### src/rtl/knight_rider_pkg.sv
// Shared constants for the knight-rider scanner and its LED fader stage.
package knight_rider_pkg;

  localparam int unsigned PWM_BITS_DEF = 8;
  localparam int unsigned LED_COUNT    = 10;
  localparam int unsigned POS_W        = 4;

  localparam logic [PWM_BITS_DEF-1:0] FULL_BRIGHTNESS = {PWM_BITS_DEF{1'b1}};

endpackage

### src/rtl/fader_channel.sv
// One LED channel: a brightness register that decays on each step and a registered
// PWM compare against the shared free-running counter.
module fader_channel
  import knight_rider_pkg::*;
#(
  parameter int unsigned PWM_BITS    = PWM_BITS_DEF,
  parameter int unsigned DECAY_SHIFT = 1
) (
  input  logic                CLOCK_50,
  input  logic                reset,
  input  logic                step_tick,
  input  logic                is_current,
  input  logic [PWM_BITS-1:0] pwm_cnt,
  output logic                led
);

  localparam logic [PWM_BITS-1:0] Full = {PWM_BITS{1'b1}};

  logic [PWM_BITS-1:0] brightness_d, brightness_q;
  logic                led_d, led_q;

  // Next brightness: current LED jumps to full, everything else decays; hold between steps.
  always_comb begin
    brightness_d = brightness_q;
    if (step_tick) begin
      brightness_d = is_current ? Full : (brightness_q >> DECAY_SHIFT);
    end
  end

  // PWM compare; full brightness forced on so it never shows a one-cycle gap at wrap.
  always_comb begin
    led_d = (brightness_q == Full) | (pwm_cnt < brightness_q);
  end

  // Brightness and LED drive registers.
  always_ff @(posedge CLOCK_50 or posedge reset) begin
    if (reset) begin
      brightness_q <= '0;
      led_q        <= 1'b0;
    end else begin
      brightness_q <= brightness_d;
      led_q        <= led_d;
    end
  end

  assign led = led_q;

endmodule

### src/rtl/knight_rider_fader.sv
// Comet-tail PWM display stage: decodes the scanner position into per-channel
// "is current" strobes, runs the shared PWM counter and flags out-of-range positions.
module knight_rider_fader
  import knight_rider_pkg::*;
#(
  parameter int unsigned NUM_LEDS    = LED_COUNT,
  parameter int unsigned PWM_BITS    = PWM_BITS_DEF,
  parameter int unsigned DECAY_SHIFT = 1
) (
  input  logic                CLOCK_50,
  input  logic                reset,
  input  logic                step_tick,
  input  logic [POS_W-1:0]    pos,
  output logic [NUM_LEDS-1:0] LEDR,
  output logic                pos_err
);

  logic [PWM_BITS-1:0] pwm_cnt_d, pwm_cnt_q;
  logic                pos_err_d, pos_err_q;
  logic                pos_valid;

  // Zero-extended compare so any NUM_LEDS works regardless of POS_W.
  assign pos_valid = (32'(pos) < NUM_LEDS);

  // Free-running PWM counter and sticky out-of-range flag.
  always_comb begin
    pwm_cnt_d = pwm_cnt_q + {{(PWM_BITS-1){1'b0}}, 1'b1};
    pos_err_d = pos_err_q | (step_tick & ~pos_valid);
  end

  // Counter and error flag registers.
  always_ff @(posedge CLOCK_50 or posedge reset) begin
    if (reset) begin
      pwm_cnt_q <= '0;
      pos_err_q <= 1'b0;
    end else begin
      pwm_cnt_q <= pwm_cnt_d;
      pos_err_q <= pos_err_d;
    end
  end

  assign pos_err = pos_err_q;

  // An out-of-range pos matches no channel index, so every channel just decays.
  for (genvar g_ch = 0; g_ch < NUM_LEDS; g_ch++) begin : g_channel
    fader_channel #(
      .PWM_BITS    (PWM_BITS),
      .DECAY_SHIFT (DECAY_SHIFT)
    ) u_channel (
      .CLOCK_50   (CLOCK_50),
      .reset      (reset),
      .step_tick  (step_tick),
      .is_current (32'(pos) == g_ch),
      .pwm_cnt    (pwm_cnt_q),
      .led        (LEDR[g_ch])
    );
  end

endmodule

### config.mk
export PLATFORM = sky130hd
export DESIGN_NAME = knight_rider_fader
export DESIGN_NICKNAME = d
export VERILOG_FILES = /design/src/rtl/knight_rider_pkg.sv /design/src/rtl/fader_channel.sv /design/src/rtl/knight_rider_fader.sv
export SDC_FILE = /design/constraint.sdc
export NUM_CORES = 1
export LEC_CHECK = 0
export BUFFER_PORTS_ARGS = -buffer_cell sky130_fd_sc_hd__buf_2
export CAP_MARGIN = 40
export CELL_PAD_IN_SITES_DETAIL_PLACEMENT = 0
export CELL_PAD_IN_SITES_GLOBAL_PLACEMENT = 1
export CORE_ASPECT_RATIO = 0.7
export CORE_UTILIZATION = 45
export DETAILED_ROUTE_END_ITERATION = 12
export MAX_ROUTING_LAYER = met4
export PLACE_DENSITY_LB_ADDON = 0.1
export RECOVER_POWER = 100
export SYNTH_ARGS = -nofsm -noshare
export SYNTH_HDL_FRONTEND = slang
export SYNTH_SLANG_ARGS = --single-unit
### constraint.sdc
create_clock -name CLOCK_50 -period 7.35 [get_ports CLOCK_50]
set_input_delay 0.735 -clock CLOCK_50 [delete_from_list [all_inputs] [get_ports CLOCK_50]]
set_output_delay 0.735 -clock CLOCK_50 [all_outputs]
set_load 0.01 [all_outputs]
Word level (Yosys, flattened, before mapping)
Index checks and enable logic that the tools add are counted.
{"block": "totals", "register_bits": 99, "output_inout_bits": 11, "elab_cells": 77}
{"block": "op_classes", "addsub": 1, "n_lt_le_gt_ge": 11, "n_eq_ne": 19, "muxes": 10, "bitwise": 13, "n_reduce_logical": 1}
{"cell": "$eq A8 B8 Y1 const B", "count": 10}
{"cell": "$lt A8 B8 Y1", "count": 10}
{"cell": "$mux W8", "count": 10}
{"cell": "$eq A4 B3 Y1 const B", "count": 4}
{"cell": "$or A1 B1 Y1", "count": 11}
{"cell": "$add A8 B1 Y8 const B", "count": 1}
{"cell": "$eq A4 B2 Y1 const B", "count": 2}
{"cell": "$eq A4 B4 Y1 const B", "count": 2}
{"cell": "$eq A4 B1 Y1 const B", "count": 1}
{"cell": "$logic_not A4 Y1", "count": 1}
{"cell": "$lt A4 B4 Y1 const B", "count": 1}
{"cell": "$and A1 B1 Y1", "count": 1}
{"cell": "$not A1 Y1", "count": 1}

Depth between registers and ports, before layout
Gate-level depths: netlist (run 1).
{"block": "logic_depth", "depth_word": 4, "ltp_mapped": 5}

Hierarchy
From an unflattened synthesis (run 1), not the netlist that was laid out.
{"block": "hier_totals", "hier_cells": 574, "area_unflattened_um2": 5555.3}
{"mod": "fader_channel", "instances": 10, "cells_each": 53, "area_per_inst_um2": 511.7, "seq_area_each_um2": 225.2}
{"mod": "knight_rider_fader", "instances": 1, "cells_each": 44, "area_per_inst_um2": 437.9, "seq_area_each_um2": 225.2}

Least setup slack after synthesis (run 1)
OpenSTA, ideal clock, no wires.
{"block": "synth_timing", "path_type": "input-to-reg", "from": "input pos[1]", "to": "register g_channel[1].u_channel.brightness_q[0]", "setup_time_ns": 0.087, "arrival_ns": 1.355, "required_time_ns": 7.263, "path_slack_ns": 5.908, "cell_stages": 3, "n_path_buf": 0, "path_cell_list": "nor2_1 -> nand4b_1 -> o211ai_1"}
{"block": "synth_between", "elab_chain_cells": 2}
{"element": "from (decl)", "line": "knight_rider_fader.sv:13", "rtl": "input logic [POS_W-1:0] pos,"}
{"element": "$eq A4 B1 Y1", "line": "knight_rider_fader.sv:53", "rtl": ".is_current (32'(pos) == g_ch),"}
{"element": "$mux W8", "line": "fader_channel.sv:26", "rtl": "brightness_d = is_current ? Full : (brightness_q >> DECAY_SHIFT);"}
{"element": "to (signal assigned)", "line": "fader_channel.sv:41", "rtl": "brightness_q <= brightness_d;"}
{"element": "to (decl)", "line": "fader_channel.sv:19", "rtl": "logic [PWM_BITS-1:0] brightness_d, brightness_q;"}
No other way between the ends.
A chain may end at the register's enable or synchronous reset.

==> summary.txt, run 1 <==
Clock tree
  – Clock Latency Late Sink: roughly 0.35 ns
  – Post-CTS sizing: 0
  – Root Buffer: clkbuf_16
  – CTS tree: yes
  – Longest Clk Path Bufs: 2
  – Hold buffer count at CTS: 0
  – Clock transition at path regs: 0.07 ns
  – Clock sinks: 99
  – Post-CTS Setup Bufs: 0
  – H-Tree Depth: 3
  – TritonCTS Buffers: 9

Worst setup path
  – Crit start category: input pin
  – Worst Path Required: between 7 and 8 ns
  – Crit-path cells: clkbuf_1 -> nand4_1 -> o211ai_1
  – CP peak stage delay: 1.82 ns
  – CP Capture Type: flip-flop
  – CP bufs+invs: 1
  – Reg2Reg Depth: 4
  – Largest delay share family, worst path: buffers and inverters
  – Worst path arrival time: 3.83 ns
  – Slowest stage cell, crit path: clkbuf_1
  – Crit path max fanout: 67
  – Crit path kind: in2reg
  – Critical path depth: 3

Detailed routing
  – Drt drc: 0
  – Initial DRC Count: approximately 210
  – Vias/cell: around 5.5
  – Final WL: 12,400 um
  – Routed len/inst: around 17 um
  – Detailed Routing Iterations Pass 1: 4
  – Vias: roughly 4,100
  – Post-route ant nets: 0

Timing
  – Rel. slew slack: -74.8%
  – Final Max Slew Viols: approximately 110
  – Final Hold Fails: 0
  – Final worst clock skew: 0.00769 ns
  – Setup TNS: 0 ns
  – Worst-Margin Slew: 2.62 ns
  – Peak Freq: ~0.28 GHz
  – Fin crit share: ~49%
  – Final worst setup slack: 3.76 ns
  – Crit path time final: between 3 and 4 ns
  – Final setup viols: 0
  – Setup repair after global routing missed its margin: no

Logic synthesis
  – Simple logic cell fraction of the synthesized area: 12.2%
  – Most used DFF post-synth: dfrtp_1
  – Mux contribution to synthesized area: 0%
  – Number of synthesized flops with an enable pin: 0
  – Register area share after synthesis: 44.2%
  – Synth Area in Adders: around 16%
  – Netlist Area Pre-Place: 5600 um2
  – Synth Area in Compound Gates: 17.9%
  – Ys async rst share: 100%
  – Syn Nets: 658
  – Yosys warning total: 0
  – Synth unique cells: 30
  – Synth Register Bits: roughly 100
  – Largest family of logic cells by synthesized area: compound AO/OA/AOI/OAI gates
  – Gate Count Post-Synth: 580
  – XOR/XNOR Fraction of Synth Area: 0.938%
  – Syn avg cell area: 9.66 um2

Die
  – Die Y: between 90 and 100 um
  – Die W: 135 um
  – DIE AREA: 12,900 um2
  – Initial core utilization: 47.0%
  – Num ports: 18
  – Core box area: 11,900 um2
  – Row cnt: 33

Placed design
  – Placed Area: between 5000 and 6000 um2
  – DP HPWL: 8080 um
  – # port buffers: 17
  – GP Congestion: 0.808
  – DP Worst Slack: 4.89 ns

Final layout
  – Final instance area: ~6000 um2
  – Fin nets: between 600 and 700
  – Area Growth Syn to Fin: 7.91%
  – Share of layout cells above drive strength 1: between 4 and 5%
  – Diodes inserted: 0
  – Most frequent cells in the layout: dfrtp_1 (99), inv_1 (91), nand2_1 (75), ha_1 (71), o211ai_1 (70)
  – Most common cell after layout, fill and taps aside: dfrtp_1

GRT
  – Vias in the first global route: 4,008
  – GRT Total Usage: roughly 22%
  – Initial antenna violation count: 0
  – First-pass GRT wire length: 21,000 um
  – Gr ovfl total: 0
  – Largest net degree at the start of global routing: 92

Run status
  – Status: complete, but fails checks
  – Failing checks: max-capacitance violations, max-slew violations

Power
  – Switching pwr: between 0.3 and 0.4 mW
  – Clk network pwr share: 36.9%
  – Combinational power share: 14.9%
  – VDD IR max: 112 uV
  – Switch share: 27.6%
  – Flop pwr share: between 40 and 50%
  – Internal: about 1 mW
  – Power, Total: 1.38 mW
  – Pleak: 2.61 nW
  – Pwr/cell area: 229 nW/um2

Hold path
  – Worst hold path depth: 1
  – Worst Hold Class: reg2reg

Run
  – MaxCap Viol Count: 2
## final timing paths
path | start | endpoint | slack (ns)
setup / recovery | step_tick | g_channel[9].u_channel.brightness_q[1] | 3.76
setup reg to reg | pwm_cnt_q[2] | g_channel[3].u_channel.led | 5.40
max in group asynchronous | reset | g_channel[3].u_channel.brightness_q[1] | 5.08
hold reg to reg | pos_err | pos_err | 0.49
hold / removal | pos_err | pos_err | 0.49
min in group asynchronous | reset | g_channel[6].u_channel.brightness_q[7] | 0.79
## synthesized netlist by cell type (all sizes together), types with 11 or more instances
master  number  area [um2]
dfrtp       99        2480
inv         92         345
nand2       75         282
ha          71         888
o211ai      70         526
o21ai       30         150
nand4       21         131
buf         20         124
nand3       17        85.1
nor2b       11        71.3
## power by group through the flow
stage                     sequential, mW  clock [mW]  combinational (mW)
final                              0.666       0.510               0.205
after global routing               0.676       0.543               0.244
after CTS                          0.665       0.524               0.211
after detailed placement           0.673           0               0.211
after global placement             0.675           0               0.203
after floorplan                    0.659           0               0.175
## worst reg2reg max path: cells and delay by family (launching register included)
| family | cells | cell delay [ns] |
|---|---|---|
| fa+ha+maj | 1 | 0.35 |
| flops | 1 | 0.84 |
| compound gates | 3 | 0.60 |
## cell type report
class / instances / area (um2)
timing repair buffer: 19 / 85.1
sequential: 99 / 2480
multi-input combinational: 361 / 2620
clock buffer: 10 / 239
clock inverter: 5 / 77.6
inverter: 92 / 347
fill: 1120 / 5890
tap: 157 / 196
## flip-flops by register name (all words and copies together) (netlist names)
| name | count |
|---|---|
| g_channel.u_channel.brightness_q | 80 |
| pos_err | 1 |
| pwm_cnt_q | 8 |
| g_channel.u_channel.led | 10 |
## stage by stage
| stage | util (%) | hold WS [ns] | instances |
|---|---|---|---|
| floorplan | - | 0.488 | 580 |
| global placement | 48.2 | 0.457 | 728 |
| detailed placement | 48.2 | 0.470 | 728 |
| CTS | 50.8 | 0.434 | 743 |
| global route | 50.7 | 0.508 | 743 |
| finish | 50.7 | 0.486 | 743 |
## per-layer routing
layer / part of all wire [%] / track usage [%] / routed length [um] / vias up
met3: 3.7 / 3.83 / 455 / 10
met5: 0 / - / 0 / -
met2: 42 / 32.6 / 5210 / 57
li1: - / - / - / 2056
met1: 53 / 30.9 / 6560 / 1947
met4: 1.1 / 5.62 / 133 / 0
## cell families (layout without fill, tap and decap cells)
family          Yosys count  count (layout)
buf+inv                 120             126
fa+ha+maj                71              71
simple gates            143             143
flops                    99              99
compound gates          141             141
xor+xnor                  6               6
(Power assumes the default switching activity.)
==> inputs of run 2 (changes only) <==
==> constraint.sdc (replaced) <==
create_clock -name CLOCK_50 -period 3.4 [get_ports CLOCK_50]
set_input_delay 0.34 -clock CLOCK_50 [delete_from_list [all_inputs] [get_ports CLOCK_50]]
set_output_delay 0.34 -clock CLOCK_50 [all_outputs]
set_load 0.01 [all_outputs]
==> summary.txt, run 2 (synthesis gave the netlist of run 1 again) <==
Detailed routing
  – Vias/cell: 5.48
  – Drt drc: 0
  – Vias: between 4,000 and 5,000
  – Routed len/inst: between 15 and 20 um
  – Final WL: 12,000 um
  – Initial DRC Count: approximately 240
  – Post-route ant nets: 0
  – Detailed Routing Iterations Pass 1: 4

Clock tree
  – Longest Clk Path Bufs: 2
  – TritonCTS Buffers: 9
  – CTS tree: yes
  – Root Buffer: clkbuf_16
  – Post-CTS Setup Bufs: 0
  – Hold buffer count at CTS: 0
  – Clock Latency Late Sink: roughly 0.34 ns
  – Clock sinks: 99
  – Post-CTS sizing: 0
  – H-Tree Depth: 3
  – Clock transition at path regs: 0.07 ns

Placed design
  – # port buffers: 17
  – DP HPWL: between 8000 and 9000 um
  – DP Worst Slack: between 1.5 and 2 ns
  – Cells after DPL: 728
  – Placed Area: 5780 um2
  – GP Congestion: 0.777

Die
  – Die Y: 95.4 um
  – Num ports: 18
  – Die W: 135 um
  – Core box area: between 10,000 and 15,000 um2
  – Initial core utilization: 47.0%
  – DIE AREA: 12,900 um2
  – Row cnt: 33

Final layout
  – Most frequent cells in the layout: dfrtp_1 (99), inv_1 (91), nand2_1 (75), ha_1 (71), o211ai_1 (70)
  – Area occupied by multi-input gates: around 2600 um2
  – FILL cells: roughly 1,100
  – Fin nets: 660
  – Post-Route Utilization: between 50 and 60%
  – Fin cells: 744
  – Max reg flops: 80
  – Most common cell after layout, fill and taps aside: dfrtp_1
  – Final instance area: 6040 um2
  – Share of layout cells above drive strength 1: 3.92%
  – Area Growth Syn to Fin: 7.77%
  – Top reg by flops: g_channel.u_channel.brightness_q
  – Diodes inserted: 0
  – Reg area: 2480 um2

Power
  – Pwr/cell area: 473 nW/um2
  – Pleak: 2.60 nW
  – VDD IR max: ~230 uV
  – Power, Total: 2.86 mW

GRT
  – Vias in the first global route: 4,014
  – Largest net degree at the start of global routing: 85
  – First-pass GRT wire length: 20,300 um
  – Gr ovfl total: 0
  – GRT Total Usage: 21.2%
  – Initial antenna violation count: 0

Timing
  – Rel. slew slack: 6.48%
  – Final Max Slew Viols: 0
  – Hold WS: about 0.14 ns
  – Fin crit share: 61.2%
  – Worst-Margin Slew: 1.40 ns
  – Setup repair after global routing missed its margin: no
  – Setup TNS: 0 ns
  – Final worst clock skew: 0.00820 ns
  – Final Hold Fails: 0
  – Crit path time final: 2.08 ns
  – Peak Freq: 0.481 GHz
  – Final setup viols: 0
  – Final worst setup slack: 1.32 ns

Worst setup path
  – Crit path max fanout: 74
  – Worst R2R Start: pwm_cnt_q[5]
  – Worst Path Required: ~3.6 ns
  – Reg2Reg Depth: 4
  – Worst path arrival time: roughly 2.3 ns
  – Crit path kind: in2reg
  – CP Capture Type: flip-flop
  – Setup slack, reg-to-reg: between 1.5 and 2 ns
  – Worst reg2reg endpoint: g_channel[4].u_channel.led
  – Crit start category: input pin

Run
  – MaxCap Viol Count: 0

Hold path
  – Worst Hold Class: in2async

Run status
  – Status: finished clean
## run 2: cell count changes in the layout (fill, tap and decap cells not counted), sizes merged
cell	before	now
inv	91	92
buf	7	6
clkinvlp	2	3
bufinv	2	0
clkinv	2	0
clkbuf	22	26
## run 2: worst max-delay path, stage by stage
cell and delay (ns):
clkbuf_2 1.00, nand4_1 0.66, o211ai_1 0.30
## run 2: cell type report
type	count	area share, %
repair buffers	19	1.82
clock inverters	3	0.373
clock buffers	13	4.31
flip-flops and latches	99	41.0
well taps	157	3.25
inverters	92	5.76
multi-input cells	361	43.5
## run 2: metal layers
layer	share of wire, %	global-route usage, %
met1	51	28.3
met2	46	33.3
met3	2.4	4.25
met4	0.70	4.96
met5	0	-
## run 2: power breakdown
group          switching (mW)  internal [mW]
registers               0.109           1.33
clock network           0.434          0.537
logic                   0.270          0.178
total                   0.812           2.05
## run 2: worst max-delay path by stage
| stage | start | to | cells past startpoint |
|---|---|---|---|
| after detailed placement | step_tick | g_channel[0].u_channel.brightness_q[4] | 4 |
| after global routing | step_tick | g_channel[3].u_channel.brightness_q[2] | 3 |
| after CTS | pwm_cnt_q[2] | g_channel[4].u_channel.led | 4 |
| after global placement | step_tick | g_channel[0].u_channel.brightness_q[3] | 4 |
| final | step_tick | g_channel[9].u_channel.brightness_q[6] | 3 |
| after floorplan | reset | g_channel[0].u_channel.brightness_q[0] | 1 |
==> inputs of run 3 (changes only) <==
--- a/config.mk
+++ b/config.mk
@@ -5,6 +5,7 @@
 export SDC_FILE = /design/constraint.sdc
 export NUM_CORES = 1
 export LEC_CHECK = 0
+export ABC_AREA = 1
 export BUFFER_PORTS_ARGS = -buffer_cell sky130_fd_sc_hd__buf_2
 export CAP_MARGIN = 40
 export CELL_PAD_IN_SITES_DETAIL_PLACEMENT = 0
==> constraint.sdc (replaced) <==
create_clock -name CLOCK_50 -period 1.92 [get_ports CLOCK_50]
set_input_delay 0.192 -clock CLOCK_50 [delete_from_list [all_inputs] [get_ports CLOCK_50]]
set_output_delay 0.192 -clock CLOCK_50 [all_outputs]
set_load 0.01 [all_outputs]
==> summary.txt, run 3 <==
Run status
  – Status: finished clean

GRT
  – Initial antenna violation count: 0
  – Vias in the first global route: 4,544
  – GRT Total Usage: between 20% and 30%
  – First-pass GRT wire length: approximately 22,000 um
  – Largest net degree at the start of global routing: 74
  – Gr ovfl total: 0

Timing
  – Setup TNS: 0 ns
  – Final setup viols: 0
  – Final Max Slew Viols: 0
  – Rel. slew slack: 6.57%
  – Worst-Margin Slew: 1.40 ns
  – Final Hold Fails: 0
  – Peak Freq: 0.622 GHz
  – Fin crit share: 83.7%
  – Final worst clock skew: 0.00640 ns
  – Setup repair after global routing missed its margin: no
  – Crit path time final: around 1.6 ns

Detailed routing
  – Detailed Routing Iterations Pass 1: 5
  – Drt drc: 0
  – Vias: 4,467
  – Vias/cell: 5.04
  – Routed len/inst: 14.0 um
  – Post-route ant nets: 0
  – Initial DRC Count: about 210
  – Final WL: 12,500 um

Final layout
  – Final instance area: 6390 um2
  – Most common cell after layout, fill and taps aside: nand2_1
  – Diodes inserted: 0
  – FILL cells: 1,220
  – Most frequent cells in the layout: nand2_1 (151), o21ai_0 (125), inv_1 (111), dfrtp_1 (99), ha_1 (71)
  – Top reg by flops: g_channel.u_channel.brightness_q
  – Share of layout cells above drive strength 1: approximately 7.0%
  – Fin nets: between 700 and 800
  – Area Growth Syn to Fin: 8.94%
  – Max reg flops: 80

Placed design
  – # port buffers: 17
  – Placed Area: 6100 um2
  – DP HPWL: 8910 um
  – GP Congestion: about 0.8

Power
  – Pwr/cell area: around 820 nW/um2
  – Pleak: between 3 and 4 nW
  – VDD IR max: 385 uV

Worst setup path
  – CP peak stage delay: approximately 0.48 ns
  – Crit start category: flip-flop
  – Reg2Reg Depth: 7
  – Setup crit start: pwm_cnt_q[7]
  – Worst R2R Start: pwm_cnt_q[7]
  – Worst path arrival time: roughly 1.9 ns
  – Worst Path Required: roughly 2.2 ns
  – CP Capture Type: flip-flop
  – Worst reg2reg endpoint: g_channel[5].u_channel.led
  – Crit path max fanout: 7
  – Crit path top cell by count: nand2_1
  – Slowest stage cell, crit path: dfrtp_1
  – Setup slack, reg-to-reg: 0.31 ns
  – Crit-path cells: clkbuf_2 -> ha_1 -> nand2_1 -> nor2_1 -> nor3_1 -> nand2_1 -> nand2_1
  – Crit path kind: reg2reg

Clock tree
  – Post-CTS sizing: 0
  – Clock transition at path regs: 0.07 ns
  – CTS tree: yes
  – Longest Clk Path Bufs: 2
  – H-Tree Depth: 3
  – Clock sinks: 99
  – TritonCTS Buffers: 9
  – Root Buffer: clkbuf_16
  – Clock Latency Late Sink: 0.35 ns

Die
  – Die W: 138 um
  – Core box area: 12,500 um2
  – Die Y: 97.5 um
  – Num ports: 18
  – Initial core utilization: 46.7%
  – DIE AREA: 13,500 um2
  – Row cnt: 34

Logic synthesis
  – Count leader, synth: nand2_1
  – Synth unique cells: 23
  – Synth Register Bits: 99
  – Syn avg cell area: 8.26 um2
  – Synth top area share: 42.3%
  – Gate Count Post-Synth: 710
  – Synth area leaders: dfrtp_1 (42%), ha_1 (15%), nand2_1 (9.7%)
  – Synth cell count leaders: nand2_1 (151), inv_1 (112), dfrtp_1 (99), o21ai_0 (87), ha_1 (71)
  – Post-synth top area cell: dfrtp_1
  – Most used DFF post-synth: dfrtp_1
  – Register area share after synthesis: a little over two fifths
  – Ys async rst share: 100%
  – Number of synthesized flops with an enable pin: 0
  – Syn Nets: 788
  – Yosys warning total: 0
  – Netlist Area Pre-Place: 5860 um2

Hold path
  – Worst Hold Class: in2reg
  – Hold Crit Start: pos[3]
  – Hold EP: pos_err
  – Worst hold path depth: 2

Run
  – MaxCap Viol Count: 0
run 3: worst max path at each step:
| stage | endpoint | slack (ns) | cells past startpoint |
|---|---|---|---|
| 4_1_cts | g_channel[1].u_channel.led | 0.36 | 6 |
| 2_1_floorplan | g_channel[0].u_channel.brightness_q[0] | 0.55 | 1 |
| 5_1_grt | g_channel[9].u_channel.brightness_q[0] | 0.15 | 5 |
| 6_report | g_channel[5].u_channel.led | 0.31 | 7 |
| 3_5_place_dp | g_channel[1].u_channel.led | 0.39 | 6 |
| 3_3_place_gp | g_channel[7].u_channel.led | 0.40 | 6 |
run 3: what timing repair did:
item	in CTS	in global routing
setup endpoints to repair	0	0
hold buffers	1	0
setup buffers	0	0
endpoints found under the hold margin	14	0
run 3: area by class of cell:
cell class | count | area [um2] | area share [%]
Sequential cell | 99 | 2480 | 38.8
Multi-Input combinational cell | 467 | 2770 | 43.4
Inverter | 115 | 433 | 6.78
Clock buffer | 13 | 280 | 4.39
Clock inverter | 3 | 20.0 | 0.313
Tap cell | 162 | 203 | 3.17
Timing Repair Buffer | 28 | 203 | 3.17
run 3: critical path: cells and delay by family, from the launching register on:
family,cells,cell delay [ns]
adders and majority gates,1,0.30
buffers and inverters,1,0.33
DFF,1,0.48
and+or+nand+nor,5,0.43
run 3: kinds of logic after synthesis:
kind of cell,synth area share (%)
buffers and inverters,10.5
AOI/OAI and AO/OA,14.5
adders and majority gates,15.2
and+or+nand+nor,16.7
DFF,42.3
xor gates and xnor gates,0.896
run 3: report_power, final:
part           switching (mW)  total [mW]  internal, mW
clock network           0.792        1.81          1.02
registers               0.119        2.46          2.34
logic                   0.619       0.938         0.320
total                    1.53        5.21          3.68
run 3: metal layers:
layer	wire length (um)	part of all wire, %	track usage, %
met1	6170	49	25.0
met2	5650	45	35.2
met3	359	2.9	3.79
met5	0	0	-
met4	281	2.3	7.52
run 3: per-stage QoR:
stage          util [%]  setup WS (ns)  power, mW  std cells  hold slack, ns
2_1_floorplan         -          0.552       3.24        710           0.355
3_3_place_gp       48.6          0.403       3.43        870           0.198
3_5_place_dp       48.6          0.389       3.46        870           0.201
4_1_cts            51.1          0.363       5.30        887           0.145
5_1_grt            50.9          0.149       5.54        887           0.154
6_report           50.9          0.313       5.21        887           0.155
